$ cat src/rtl/lifo_selftest_pkg.sv
// Shared definitions for the LIFO self-test sequencer: state encoding and
// the fixed data constants used while exercising the stack.
package lifo_selftest_pkg;

  typedef enum logic [2:0] {
    ST_IDLE,
    ST_FILL,
    ST_OVER,
    ST_CHKFULL,
    ST_DRAIN,
    ST_TAIL,
    ST_CHKEMPTY,
    ST_DONE
  } state_t;

  localparam logic [7:0] PATTERN_SEED   = 8'hA5;
  localparam logic [7:0] OVERFLOW_VALUE = 8'hFF;

endpackage

$ cat src/rtl/lifo_selftest_if.sv
// Control/status bundle between the board top level (master) and the
// self-test sequencer (slave).
interface lifo_selftest_if;
  logic i_run;
  logic i_inject;
  logic o_running;
  logic o_passed;

  modport master (output i_run, output i_inject, input o_running, input o_passed);
  modport slave  (input i_run, input i_inject, output o_running, output o_passed);
endinterface

$ cat src/rtl/lifo_selftest_lifo.sv
// Stack of DEPTH words with a registered read port. Push on full and pop on
// empty are silently dropped; push wins if both are requested.
module lifo #(
  parameter int DATA_SZ = 8,
  parameter int DEPTH   = 16
) (
  input  logic               i_clk,
  input  logic               i_rst,
  input  logic               i_push,
  input  logic               i_pop,
  input  logic [DATA_SZ-1:0] i_data,
  output logic [DATA_SZ-1:0] o_data,
  output logic               o_empty,
  output logic               o_full
);
  localparam int AW = $clog2(DEPTH);
  localparam int CW = AW + 1;

  logic [DATA_SZ-1:0] mem [DEPTH];
  logic [CW-1:0]      count_reg;
  logic [AW-1:0]      wr_idx;
  logic [AW-1:0]      top_idx;
  logic               do_push;
  logic               do_pop;

  assign o_empty = (count_reg == '0);
  assign o_full  = (count_reg == CW'(DEPTH));
  assign do_push = i_push && !o_full;
  assign do_pop  = i_pop && !o_empty && !i_push;
  assign wr_idx  = AW'(count_reg);
  assign top_idx = AW'(count_reg - 1'b1);

  // Storage carries no reset so it can map onto RAM; occupancy alone defines validity.
  always_ff @(posedge i_clk) begin
    if (do_push) begin
      mem[wr_idx] <= i_data;
    end
  end

  always_ff @(posedge i_clk or posedge i_rst) begin
    if (i_rst) begin
      count_reg <= '0;
      o_data    <= '0;
    end else if (do_push) begin
      count_reg <= count_reg + 1'b1;
    end else if (do_pop) begin
      o_data    <= mem[top_idx];
      count_reg <= count_reg - 1'b1;
    end
  end

endmodule

$ cat src/rtl/lifo_selftest.sv
// Self-test sequencer: fills the LIFO with a known pattern, probes overflow,
// drains and compares in reverse order, then holds a pass/fail verdict.
module lifo_selftest
  import lifo_selftest_pkg::*;
#(
  parameter int DATA_SZ = 8,
  parameter int DEPTH   = 16
) (
  input  logic            i_clk,
  input  logic            i_rst,
  lifo_selftest_if.slave  bus
);
  localparam int            AW       = $clog2(DEPTH);
  localparam int            CW       = AW + 1;
  localparam logic [CW-1:0] LAST_IDX = CW'(DEPTH - 1);

  state_t             state_reg, state_next;
  logic [CW-1:0]      idx_reg, idx_next;
  logic               err_reg, err_next;
  logic               inject_reg, inject_next;
  logic               passed_reg, passed_next;
  logic               cmp_valid_reg, cmp_valid_next;
  logic [DATA_SZ-1:0] exp_reg, exp_next;

  logic               push;
  logic               pop;
  logic [DATA_SZ-1:0] push_data;
  logic [DATA_SZ-1:0] pop_data;
  logic               lifo_empty;
  logic               lifo_full;
  logic               check_fail;

  function automatic logic [DATA_SZ-1:0] pattern(input logic [CW-1:0] i);
    return DATA_SZ'(PATTERN_SEED) ^ DATA_SZ'(i);
  endfunction

  lifo #(.DATA_SZ(DATA_SZ), .DEPTH(DEPTH)) u_lifo (
    .i_clk  (i_clk),
    .i_rst  (i_rst),
    .i_push (push),
    .i_pop  (pop),
    .i_data (push_data),
    .o_data (pop_data),
    .o_empty(lifo_empty),
    .o_full (lifo_full)
  );

  always_ff @(posedge i_clk or posedge i_rst) begin
    if (i_rst) begin
      state_reg     <= ST_IDLE;
      idx_reg       <= '0;
      err_reg       <= 1'b0;
      inject_reg    <= 1'b0;
      passed_reg    <= 1'b0;
      cmp_valid_reg <= 1'b0;
      exp_reg       <= '0;
    end else begin
      state_reg     <= state_next;
      idx_reg       <= idx_next;
      err_reg       <= err_next;
      inject_reg    <= inject_next;
      passed_reg    <= passed_next;
      cmp_valid_reg <= cmp_valid_next;
      exp_reg       <= exp_next;
    end
  end

  always_comb begin
    state_next     = state_reg;
    idx_next       = idx_reg;
    err_next       = err_reg;
    inject_next    = inject_reg;
    passed_next    = passed_reg;
    cmp_valid_next = 1'b0;
    exp_next       = exp_reg;
    push           = 1'b0;
    pop            = 1'b0;
    push_data      = pattern(idx_reg);
    check_fail     = 1'b0;

    // Popped word lands one cycle after the pop; compare it against the value queued then.
    if (cmp_valid_reg && (pop_data != exp_reg)) begin
      err_next = 1'b1;
    end

    case (state_reg)
      ST_IDLE: begin
        if (bus.i_run) begin
          inject_next = bus.i_inject;
          err_next    = 1'b0;
          idx_next    = '0;
          state_next  = ST_FILL;
        end
      end
      ST_FILL: begin
        push      = 1'b1;
        push_data = pattern(idx_reg) ^ DATA_SZ'(inject_reg && (idx_reg == '0));
        idx_next  = idx_reg + 1'b1;
        if (idx_reg == LAST_IDX) begin
          idx_next   = '0;
          state_next = ST_OVER;
        end
      end
      ST_OVER: begin
        push       = 1'b1;
        push_data  = DATA_SZ'(OVERFLOW_VALUE);
        state_next = ST_CHKFULL;
      end
      ST_CHKFULL: begin
        if (!lifo_full || lifo_empty) begin
          err_next = 1'b1;
        end
        idx_next   = '0;
        state_next = ST_DRAIN;
      end
      ST_DRAIN: begin
        pop            = 1'b1;
        cmp_valid_next = 1'b1;
        exp_next       = pattern(LAST_IDX - idx_reg);
        idx_next       = idx_reg + 1'b1;
        if (idx_reg == LAST_IDX) begin
          state_next = ST_TAIL;
        end
      end
      ST_TAIL: begin
        state_next = ST_CHKEMPTY;
      end
      ST_CHKEMPTY: begin
        check_fail  = !lifo_empty || lifo_full;
        err_next    = err_reg || check_fail;
        passed_next = !(err_reg || check_fail);
        state_next  = ST_DONE;
      end
      ST_DONE: begin
        if (!bus.i_run) begin
          state_next = ST_IDLE;
        end
      end
      default: state_next = ST_IDLE;
    endcase
  end

  assign bus.o_running = (state_reg != ST_IDLE) && (state_reg != ST_DONE);
  assign bus.o_passed  = passed_reg;

endmodule

$ cat src/flat_wrapper.sv
// flat-port wrapper written by rule: the top's interface ports become plain ports
module lifo_selftest_flat import lifo_selftest_pkg::*;
#(
  parameter int DATA_SZ = 8,
  parameter int DEPTH   = 16
)
  (i_clk, i_rst, bus_i_run, bus_i_inject, bus_o_running, bus_o_passed);
  lifo_selftest_if bus_i ();
  input  logic i_clk;
  input  logic i_rst;
  input wire logic [$bits(bus_i.i_run)-1:0] bus_i_run;
  input wire logic [$bits(bus_i.i_inject)-1:0] bus_i_inject;
  output wire logic [$bits(bus_i.o_running)-1:0] bus_o_running;
  output wire logic [$bits(bus_i.o_passed)-1:0] bus_o_passed;
  assign bus_i.i_run = bus_i_run;
  assign bus_i.i_inject = bus_i_inject;
  assign bus_o_running = bus_i.o_running;
  assign bus_o_passed = bus_i.o_passed;
  lifo_selftest #(.DATA_SZ(DATA_SZ), .DEPTH(DEPTH)) u_core (.i_clk(i_clk), .i_rst(i_rst), .bus(bus_i));
endmodule
$ cat config.mk
export PLATFORM = sky130hd
export DESIGN_NAME = lifo_selftest_flat
export DESIGN_NICKNAME = d
export VERILOG_FILES = /design/src/rtl/lifo_selftest_pkg.sv /design/src/rtl/lifo_selftest_if.sv /design/src/rtl/lifo_selftest_lifo.sv /design/src/rtl/lifo_selftest.sv /design/src/flat_wrapper.sv
export SDC_FILE = /design/constraint.sdc
export NUM_CORES = 1
export LEC_CHECK = 0
export ABC_AREA = 1
export BUFFER_PORTS_ARGS = -buffer_cell sky130_fd_sc_hd__buf_2
export CAP_MARGIN = 30
export CORE_ASPECT_RATIO = 0.5
export CORE_MARGIN = 5
export CORE_UTILIZATION = 56
export DETAILED_ROUTE_END_ITERATION = 8
export GPL_TIMING_DRIVEN = 1
export PLACE_DENSITY = 0.81
export RECOVER_POWER = 100
export SETUP_SLACK_MARGIN = 0.2
export SYNTH_ARGS = -nofsm -noshare
export SYNTH_HDL_FRONTEND = slang
export SYNTH_SLANG_ARGS = --single-unit
$ cat constraint.sdc
create_clock -name i_clk -period 2.1 [get_ports i_clk]
set_clock_uncertainty 0.2 [all_clocks]
set_input_delay 0.42 -clock i_clk [delete_from_list [all_inputs] [get_ports i_clk]]
set_output_delay 0.42 -clock i_clk [all_outputs]
set_load 0.05 [all_outputs]
## Word level (Yosys, flattened, before mapping)

Memory sizes are Yosys's and may differ from the RTL's. A register that Yosys moved wholly into a read port is not among the register bits.
Cells that the tools add are included.

- Register bits: 24
- Memory bits (writable): 128
- Bits of input ports: 4
- Output and inout bits: 2
- Logic and storage cells: 75
- Memories kept: 1

- Add/subtract/negate cells: 4
- Eq/ne operators: 15
- Multiplexer cells: 19
- Bitwise operators: 4
- Reduce and logical (&&, ||, !) cells: 24

Memory list:

| memory | words | width | read ports | clocked after memory_dff | write ports | RTL line | text |
|---|---|---|---|---|---|---|---|
| u_core.u_lifo.mem | 16 | 8 | 1 | 1 | 1 | lifo_selftest_lifo.sv:19 | `logic [DATA_SZ-1:0] mem [DEPTH];` |

Operator list:

| operator | count |
|---|---|
| $pmux 3 s8 | 1 |
| $mux 5 | 4 |
| $pmux 5 s4 | 1 |
| $pmux 8 s2 | 1 |
| $eq 3x3->1 const B | 4 |
| $mux 3 | 4 |
| $add 5x1->5 const B | 2 |
| $logic_not 5->1 | 2 |
| $ne 8x8->1 | 1 |
| $not 2->4 | 2 |
| $xor 8x1->8 | 1 |
| $mux 1 | 7 |
| $eq 3x2->1 const B | 2 |
| $logic_and 1x1->1 | 6 |
| $reduce_and 2->1 | 3 |
| $eq 5x4->1 const B | 1 |
| $eq 5x5->1 const B | 1 |
| $sub 4x5->5 const A | 1 |
| $sub 5x1->5 const B | 1 |
| $logic_not 1->1 | 4 |
| $ne 2x1->1 const B | 2 |
| $ne 2x2->1 const B | 2 |
| $reduce_and 4->1 | 1 |
| $reduce_bool 4->1 | 1 |
| 9 further kinds | 11 |

## Logic depth before layout (Yosys ltp)

Gate-level depths: netlist of the first run.

- Depth in word-level cells: 7
- Gate-level depth with buffers: 13
- Mapped depth without buffers: 11

## Hierarchy

A second synthesis of the first run with hierarchy kept.

- Cell total of the unflattened synthesis: 788
- Area total of the unflattened synthesis: 7439.6 sq um

By module, submodules not included:

| module | times used | cells an instance | area each (sq um) | seq. area each (sq um) |
|---|---|---|---|---|
| lifo | 1 | 631 | 6294.8 | 4169.0 |
| lifo_selftest | 1 | 157 | 1144.8 | 450.4 |

## Least setup slack after synthesis of the first run

OpenSTA, ideal clock, no wires.

- Kind: register to register
- Start: reg u_core.u_lifo.count_reg[0]
- End: mem u_core.u_lifo.mem[0][0] (enable)
- Library setup time: 350 ps
- Arrival: 1611 ps
- Required time: 1550 ps
- Slack: -60 ps
- Cell stages (with the launch flop): 10
- Path buffers: 2
- Clock period less this slack: 2160 ps
- Cell sequence: dfrtp_1 -> buf_2 -> inv_2 -> buf_2 -> ha_1 -> nand3_1 -> nand2_4 -> inv_4 -> nand2_1 -> nor2_1

- Word-level cells in the longest chain between the ends: 5

Ends and longest elaborated chain:

| item | RTL line | text |
|---|---|---|
| start: declaration | lifo_selftest_lifo.sv:20 | `logic [CW-1:0] count_reg;` |
| start signal: assignment | lifo_selftest_lifo.sv:45 | `count_reg <= count_reg + 1'b1;` |
| start signal: assignment | lifo_selftest_lifo.sv:48 | `count_reg <= count_reg - 1'b1;` |
| $eq 5x5->1 | lifo_selftest_lifo.sv:27 | `assign o_full = (count_reg == CW'(DEPTH));` |
| $logic_not 1->1 | lifo_selftest_lifo.sv:28 | `assign do_push = i_push && !o_full;` |
| $logic_and 1x1->1 | lifo_selftest_lifo.sv:28 |  |
| $mux 1 | lifo_selftest_lifo.sv:35 | `if (do_push) begin` |
| $mux 1 (implied by the code) | lifo_selftest_lifo.sv:36 | `mem[wr_idx] <= i_data;` |
| end: declaration | lifo_selftest_lifo.sv:19 |  |

Several ways; a longest one is shown, not always the timed one.

## Worst setup path in the final report of the first run

- Start: reg u_core.u_lifo.count_reg[0]
- End: reg u_core.u_lifo.o_data[2] (read register of u_core.u_lifo.mem)

- Word-level cells in the longest chain between the ends: 5

Ends and longest elaborated chain:

| item | RTL line | text |
|---|---|---|
| branches (longest 5 deep; another with $sub 5x1->5) | - |  |
| end: declaration | lifo_selftest_lifo.sv:12 | `output logic [DATA_SZ-1:0] o_data,` |

Several ways; the timed one is not identified.
A chain may end at the register's enable or synchronous reset.

==> impl_results.md, run 1 <==
- Outcome: finished with violations
- Violations in the final reports: negative setup slack
- Cell with the most instances on the worst path: sky130_fd_sc_hd__nand2_1
- Number of pins with negative max-slew slack in the final report: 0
- Length in cells of the worst reg-to-reg path: 10
- Inserted Diodes: 0
- Via count of the first global-routing pass: a little over 4000
- EDFF count, synth: 96
- Arrival time at the worst endpoint: 2.37 ns
- Slew margin rel.: 0.611
- Period utilisation layout: 1.06
- Worst Hold Margin: 0.0456 ns
- Number of flip-flops in the largest register: 96
- CTS max path bufs: 2
- Weighted congestion at the end of routability-driven global placement: about 1
- Seq cells post-synth: 126
- Worst flop-to-flop path endpoint: u_core.u_lifo.o_data[2]$_DFFE_PP0P_
- Synth Cell Area: 0.00561 mm²
- # placed instances: 667
- Main combinational cell family by area after synthesis: simple AND/OR/NAND/NOR gates
- Share of synthesized registers carrying an async set or reset: 0.238
- RSZ-0062 raised after global routing: true
- Share of synthesized area spent on multiplexers: 0
- Endpoint of the most critical setup path: u_core.u_lifo.o_data[2]$_DFFE_PP0P_
- Top fanout value on the critical path: 6
- Placement row count: 25
- Horizontal extent of the die: ~150 µm
- Placeable core region: slightly below 0.01 mm²
- Die Outline Area: 0.0122 mm²
- Post-DR vias/cell: roughly 6.6
- Die H: 80.8 µm
- Antenna violations before repair: 0
- Clk sink count: 126
- Growth of design area from synthesis to finish: 26.5%
- Syn Area/Cell: around 11 µm²
- Ys flop type: sky130_fd_sc_hd__edfxtp_1
- Hold Fails Final Rpt: 0
- Global-route total usage across every layer: 0.264
- Dominant cell by count in the synthesized netlist: sky130_fd_sc_hd__nor2_1
- Fraction of final layout cells sized beyond drive strength 1: 0.253
- Area contributors post-synth: sky130_fd_sc_hd__edfxtp_1, sky130_fd_sc_hd__dfrtp_1, sky130_fd_sc_hd__nor2_1, sky130_fd_sc_hd__nand2_1, sky130_fd_sc_hd__o21ai_0
- Number of standard cells in the layout, taps in and fillers out: just over 700
- Number of violations reported at the end of detailed-routing iteration 0: ~900
- Synth Instances: 526
- Max frequency: 450 MHz
- Drt drc: 0
- FF-to-FF setup slack: -0.12 ns
- Count of final setup violators: 2
- Max stage delay on crit path: 0.39 ns
- Dominant cell type by area after synthesis: sky130_fd_sc_hd__edfxtp_1
- Required time reported for the critical path endpoint: 2.25 ns
- GRT overflow: 0
- Crit Path Class: register to register
- Number of warnings reported in the yosys synthesis log: 0
- Cell chain of the critical path: inv_4 -> ha_4 -> buf_12 -> buf_6 -> o21ai_1 -> o211ai_1 -> nand3_1 -> nand2_1 -> nand2_1 -> nand2_1
- Path class of the lowest-slack min-delay path: primary input to register
- Setup crit start: u_core.u_lifo.count_reg[0]$_DFFE_PP0P_
- Maximum number of pins on one net before global-route repair: 51
- Family with the most delay on the worst path: simple AND/OR/NAND/NOR gates
- Routed length per instance: approximately 25 µm
- H-tree depth: 4
- Seq/Total Area, Yosys: 0.648
- I/O Pins: 6
- Final critical delay including setup and external delays: 2.22 ns
- Worst path slowest cell: sky130_fd_sc_hd__dfrtp_1
- Crit start category: register
- Post-layout net count: 589
- Remaining antenna violation count: 0
- Startpoint of the most critical register-to-register path: u_core.u_lifo.count_reg[0]$_DFFE_PP0P_
- Via count: about 4800
- Path length in cells of the critical path: 10
- TritonCTS clock tree: built
- Cell chosen for the clock root: sky130_fd_sc_hd__clkbuf_16
- Global-route wire length before repair: between 20000 and 25000 µm
- Pin slew with the least headroom to its limit: 0.577 ns
- Net Count, Synth: roughly 540
- Count of distinct cell types in the synthesized netlist: 34
- XOR/XNOR share of the synthesized area: 0.0141
- Max-cap viol count: 0
- Initial core utilization: 0.584
- Number of filler instances in the final layout: 505
- Kind of capture point of the worst setup path: register
- Area fraction in and, or, nand and nor cells after synthesis: 0.176
- Iteration count of the initial detailed-routing pass: 8
- Worst min-delay path startpoint: bus_i_inject
- Clock latency of the later-clocked register in the worst-skew pair: roughly 0.43 ns
- Clock transition at the registers of the reported paths: 0.06 ns
- Sum of routed wire length over all layers: between 15000 and 20000 µm
- Worst Setup Slack, final: -0.121 ns
- Area fraction of the dominant cell type after synthesis: 0.514
- TritonCTS Buffers: 17
- Buffers & Inverters on Critical Path: 3
- Area occupied by registers: 0.00364 mm²
- Adder-cell share of the synthesized area: 0.0156
- Area of combinational cells with multiple inputs: between 0.002 and 0.0025 mm²
- IO Port Bufs: 5
- Leading cell types by count after synthesis: sky130_fd_sc_hd__nor2_1, sky130_fd_sc_hd__edfxtp_1, sky130_fd_sc_hd__nand2_1
- HPWL Detailed: between 8000 and 9000 µm
- Complex-gate fraction of the synthesized area: 0.0971
-- worst min path at each step --
stage / to / slack [ns] / depth (start not counted)
after global placement: u_core.exp_reg[5]$_DFFE_PP0P_ / 0.25 / 2
final: u_core.inject_reg$_DFFE_PP0P_ / 0.05 / 3
after floorplan: u_core.exp_reg[5]$_DFFE_PP0P_ / 0.23 / 2
after global routing: u_core.inject_reg$_DFFE_PP0P_ / 0.10 / 3
after detailed placement: u_core.exp_reg[5]$_DFFE_PP0P_ / 0.25 / 2
after CTS: u_core.inject_reg$_DFFE_PP0P_ / 0.05 / 3
-- tightest hold or removal path: stages --
cell	delay, ns
sky130_fd_sc_hd__buf_2	0.07
sky130_fd_sc_hd__nor2_1	0.04
sky130_fd_sc_hd__a21oi_1	0.10
-- cells in the final DEF (no fill, tap or decap), types with 7 or more instances in the layout --
cell and n:
sky130_fd_sc_hd__edfxtp_1 96, sky130_fd_sc_hd__nor2_1 85, sky130_fd_sc_hd__nand2_1 69, sky130_fd_sc_hd__nand3_1 33, sky130_fd_sc_hd__o21ai_0 32, sky130_fd_sc_hd__inv_1 28, sky130_fd_sc_hd__o21ai_1 26, sky130_fd_sc_hd__dfrtp_1 26
sky130_fd_sc_hd__buf_4 24, sky130_fd_sc_hd__nor2_4 21, sky130_fd_sc_hd__o211ai_1 20, sky130_fd_sc_hd__clkbuf_16 18, sky130_fd_sc_hd__inv_2 9, sky130_fd_sc_hd__buf_6 8, sky130_fd_sc_hd__clkbuf_2 7
-- metrics by stage --
| step | setup WS (ns) | util | setup TNS (ns) | cell area, µm² |
|---|---|---|---|---|
| floorplan | 0.191 | - | 0 | 5860 |
| global placement | 0.140 | 0.635 | 0 | 6090 |
| detailed placement | 0.0780 | 0.635 | 0 | 6090 |
| CTS | 0.0857 | 0.717 | 0 | 6890 |
| global route | -0.123 | 0.739 | -0.245 | 7090 |
| finish | -0.121 | 0.739 | -0.150 | 7090 |
-- layout make-up --
cell class | instances | area share
timing repair buffer | 54 | 0.0723
tap | 135 | 0.0238
inverter | 41 | 0.0245
sequential | 126 | 0.513
clock buffer | 17 | 0.0600
multi-input combinational | 338 | 0.285
clock inverter | 14 | 0.0213
-- repair_timing --
| action | in CTS | in global routing |
|---|---|---|
| endpoints found under the hold margin | 10 | 0 |
| hold buffers | 1 | 0 |
| gates resized for setup | 21 | 46 |
| pin swaps | 11 | 35 |
| gates cloned | 1 | 2 |
| setup endpoints to repair | 113 | 128 |
| setup buffers | 13 | 10 |
-- metal layers --
| layer | routed length [µm] | global-route usage |
|---|---|---|
| met5 | 0 | 0 |
| met1 | 6370 | 0.345 |
| met2 | 7790 | 0.423 |
| met3 | 2830 | 0.0892 |
| met4 | 879 | 0.0833 |
-- logic make-up (layout without fill, tap and decap cells) --
logic type,count (synthesis),in the layout
and+or+nand+nor,232,232
DFF,126,126
AOI/OAI and AO/OA,93,93
buffers and inverters,62,126
adders and majority gates,7,7
xor gates and xnor gates,6,6
Power of run 1 is left out: the tool's default activity adds up to more than one toggle a clock period on the data nets, which glitch-free logic cannot reach.
==> inputs of run 2 (changes only) <==
--- a/config.mk
+++ b/config.mk
@@ -14,7 +14,7 @@
 export DETAILED_ROUTE_END_ITERATION = 8
 export GPL_TIMING_DRIVEN = 1
 export PLACE_DENSITY = 0.81
-export RECOVER_POWER = 100
+export RECOVER_POWER = 50
 export SETUP_SLACK_MARGIN = 0.2
 export SYNTH_ARGS = -nofsm -noshare
 export SYNTH_HDL_FRONTEND = slang
==> run 2 against run 1 <==
Effect of this change:
- the flow still finishes with violations (negative setup slack)
- routed wire length up 0.37%
- critical path depth unchanged
- worst hold slack worse by 0.0025 ns
- core utilization up 0.10 points
- sequential share of layout area down 0.072 points
- non-clock buffer count unchanged
- flip-flop and latch count unchanged
- global-route usage unchanged
- first-iteration DRC count down 5.8%
- via count up 0.19%
- largest cell class unchanged
==> impl_results.md, run 2 (synthesized netlist as in run 1, its figures left out) <==
- Outcome: finished with violations
- Violations in the final reports: negative setup slack
- Slew margin rel.: 0.591
- Clock transition at the registers of the reported paths: 0.06 ns
- Remaining antenna violation count: 0
- Cell chain of the critical path: inv_4 -> ha_4 -> buf_12 -> buf_6 -> o21ai_1 -> o211ai_1 -> nand3_1 -> nand2_1 -> nand2_1 -> nand2_1
- # placed instances: 667
- Startpoint of the most critical register-to-register path: u_core.u_lifo.count_reg[0]$_DFFE_PP0P_
- Global-route total usage across every layer: 0.264
- Via count: 4795
- RSZ-0062 raised after global routing: true
- Cell chosen for the clock root: sky130_fd_sc_hd__clkbuf_16
- Buffers & Inverters on Critical Path: 3
- Max frequency: 446 MHz
- Max-cap viol count: 0
- Horizontal extent of the die: about 150 µm
- Family with the most delay on the worst path: simple AND/OR/NAND/NOR gates
- Initial core utilization: 0.584
- Sum of negative setup slack: -0.182 ns
- Number of standard cells in the layout, taps in and fillers out: 725
- Worst Setup Slack, final: -0.141 ns
- CTS max path bufs: 2
- Worst flop-to-flop path endpoint: u_core.u_lifo.o_data[2]$_DFFE_PP0P_
- Final Util: 0.740
- Clock latency of the later-clocked register in the worst-skew pair: 0.43 ns
- Post-layout net count: a little under 600
- Number of pins with negative max-slew slack in the final report: 0
- Weighted congestion at the end of routability-driven global placement: approximately 1.0
- Hold Fails Final Rpt: 0
- Number of violations reported at the end of detailed-routing iteration 0: 857
- Length in cells of the worst reg-to-reg path: 10
- Clk sink count: about 130
- Die H: 80.8 µm
- Sum of routed wire length over all layers: about 18000 µm
- Via count of the first global-routing pass: 4144
- H-tree depth: 4
- Global-route wire length before repair: 23400 µm
- TritonCTS Buffers: 17
- Inserted Diodes: 0
- Top fanout value on the critical path: 6
- Worst Hold Depth: 3
- Crit start category: register
- Worst min-delay path startpoint: bus_i_inject
- Maximum number of pins on one net before global-route repair: 51
- Arrival time at the worst endpoint: approximately 2.4 ns
- Leading cell type in the layout, fill and taps excluded: sky130_fd_sc_hd__edfxtp_1
- Final critical delay including setup and external delays: 2.24 ns
- Placeable core region: about 0.0096 mm²
- IO Port Bufs: 5
- Required time reported for the critical path endpoint: roughly 2.3 ns
- Fraction of final layout cells sized beyond drive strength 1: 0.254
- Path class of the lowest-slack min-delay path: primary input to register
- Iteration count of the initial detailed-routing pass: 5
- Commonest non-fill, non-tap cells in the layout: sky130_fd_sc_hd__edfxtp_1, sky130_fd_sc_hd__nor2_1, sky130_fd_sc_hd__nand2_1
- Growth of design area from synthesis to finish: 26.7%
- Antenna violations before repair: 0
- Routed length per instance: about 25 µm
- Cell with the most instances on the worst path: sky130_fd_sc_hd__nand2_1
- I/O Pins: 6
- Drt drc: 0
- Max stage delay on crit path: approximately 0.39 ns
- GRT overflow: 0
- Placement row count: 25
- FF-to-FF setup slack: -0.14 ns
- Period utilisation layout: 1.07
- Worst Hold Margin: 0.0431 ns
- Sink of the worst hold path: u_core.inject_reg$_DFFE_PP0P_
- Pin slew with the least headroom to its limit: 0.607 ns
- Count of final setup violators: 2
- Crit Path Class: register to register
- Kind of capture point of the worst setup path: register
- TritonCTS clock tree: built
- Die Outline Area: around 0.012 mm²
- Post-DR vias/cell: 6.61
- Number of flip-flops in the largest register: between 90 and 100
- HPWL Detailed: 8480 µm
- Worst path slowest cell: sky130_fd_sc_hd__dfrtp_1
run 2: area by class of cell:
type,instances,area (µm²)
Clock buffer,17,425
Clock inverter,14,151
Fill cell,502,2500
Inverter,41,174
Multi-Input combinational cell,338,2030
Sequential cell,126,3640
Tap cell,135,169
Timing Repair Buffer,54,520
run 2: worst max path at each step:
stage,from,to,slack (ns),cells after the start
final,u_core.u_lifo.count_reg[0]$_DFFE_PP0P_,u_core.u_lifo.o_data[2]$_DFFE_PP0P_,-0.14,10
after global placement,u_core.u_lifo.count_reg[0]$_DFFE_PP0P_,u_core.u_lifo.o_data[4]$_DFFE_PP0P_,0.14,9
after global routing,u_core.u_lifo.count_reg[1]$_DFFE_PP0P_,u_core.u_lifo.o_data[3]$_DFFE_PP0P_,-0.12,11
after detailed placement,u_core.u_lifo.count_reg[0]$_DFFE_PP0P_,u_core.u_lifo.o_data[6]$_DFFE_PP0P_,0.08,10
after floorplan,u_core.u_lifo.count_reg[0]$_DFFE_PP0P_,u_core.u_lifo.o_data[1]$_DFFE_PP0P_,0.19,13
after CTS,u_core.state_reg[2]$_DFFE_PP0P_,bus_o_running,0.09,4
run 2: layer usage:
metal  part of all wire  track usage
met2               0.43        0.423
met4              0.053       0.0833
met3               0.15       0.0892
met1               0.37        0.345
met5             0.0020            0
run 2: worst reg2reg max path, delay by kind of cell, from the launching register on:
| kind | cells | cell delay, ns |
|---|---|---|
| simple gates | 4 | 0.54 |
| flops | 1 | 0.39 |
| compound gates | 2 | 0.37 |
| fa+ha+maj | 1 | 0.36 |
| buf+inv | 3 | 0.33 |
run 2: timing repair:
item | 4_1_cts | 5_1_grt
setup endpoints to repair | 113 | 128
pin swaps | 11 | 35
gates cloned | 1 | 2
endpoints found under the hold margin | 10 | 0
buffers inserted | 13 | 10
hold buffers | 1 | 0
resized for setup | 21 | 46
run 2: metrics by stage:
| stage | instance area [µm²] | worst slack (ns) |
|---|---|---|
| 3_3_place_gp | 6090 | 0.140 |
| 2_1_floorplan | 5860 | 0.191 |
| 5_1_grt | 7100 | -0.123 |
| 3_5_place_dp | 6090 | 0.0780 |
| 6_report | 7100 | -0.141 |
| 4_1_cts | 6890 | 0.0857 |
Power of run 2 is left out for the same reason.
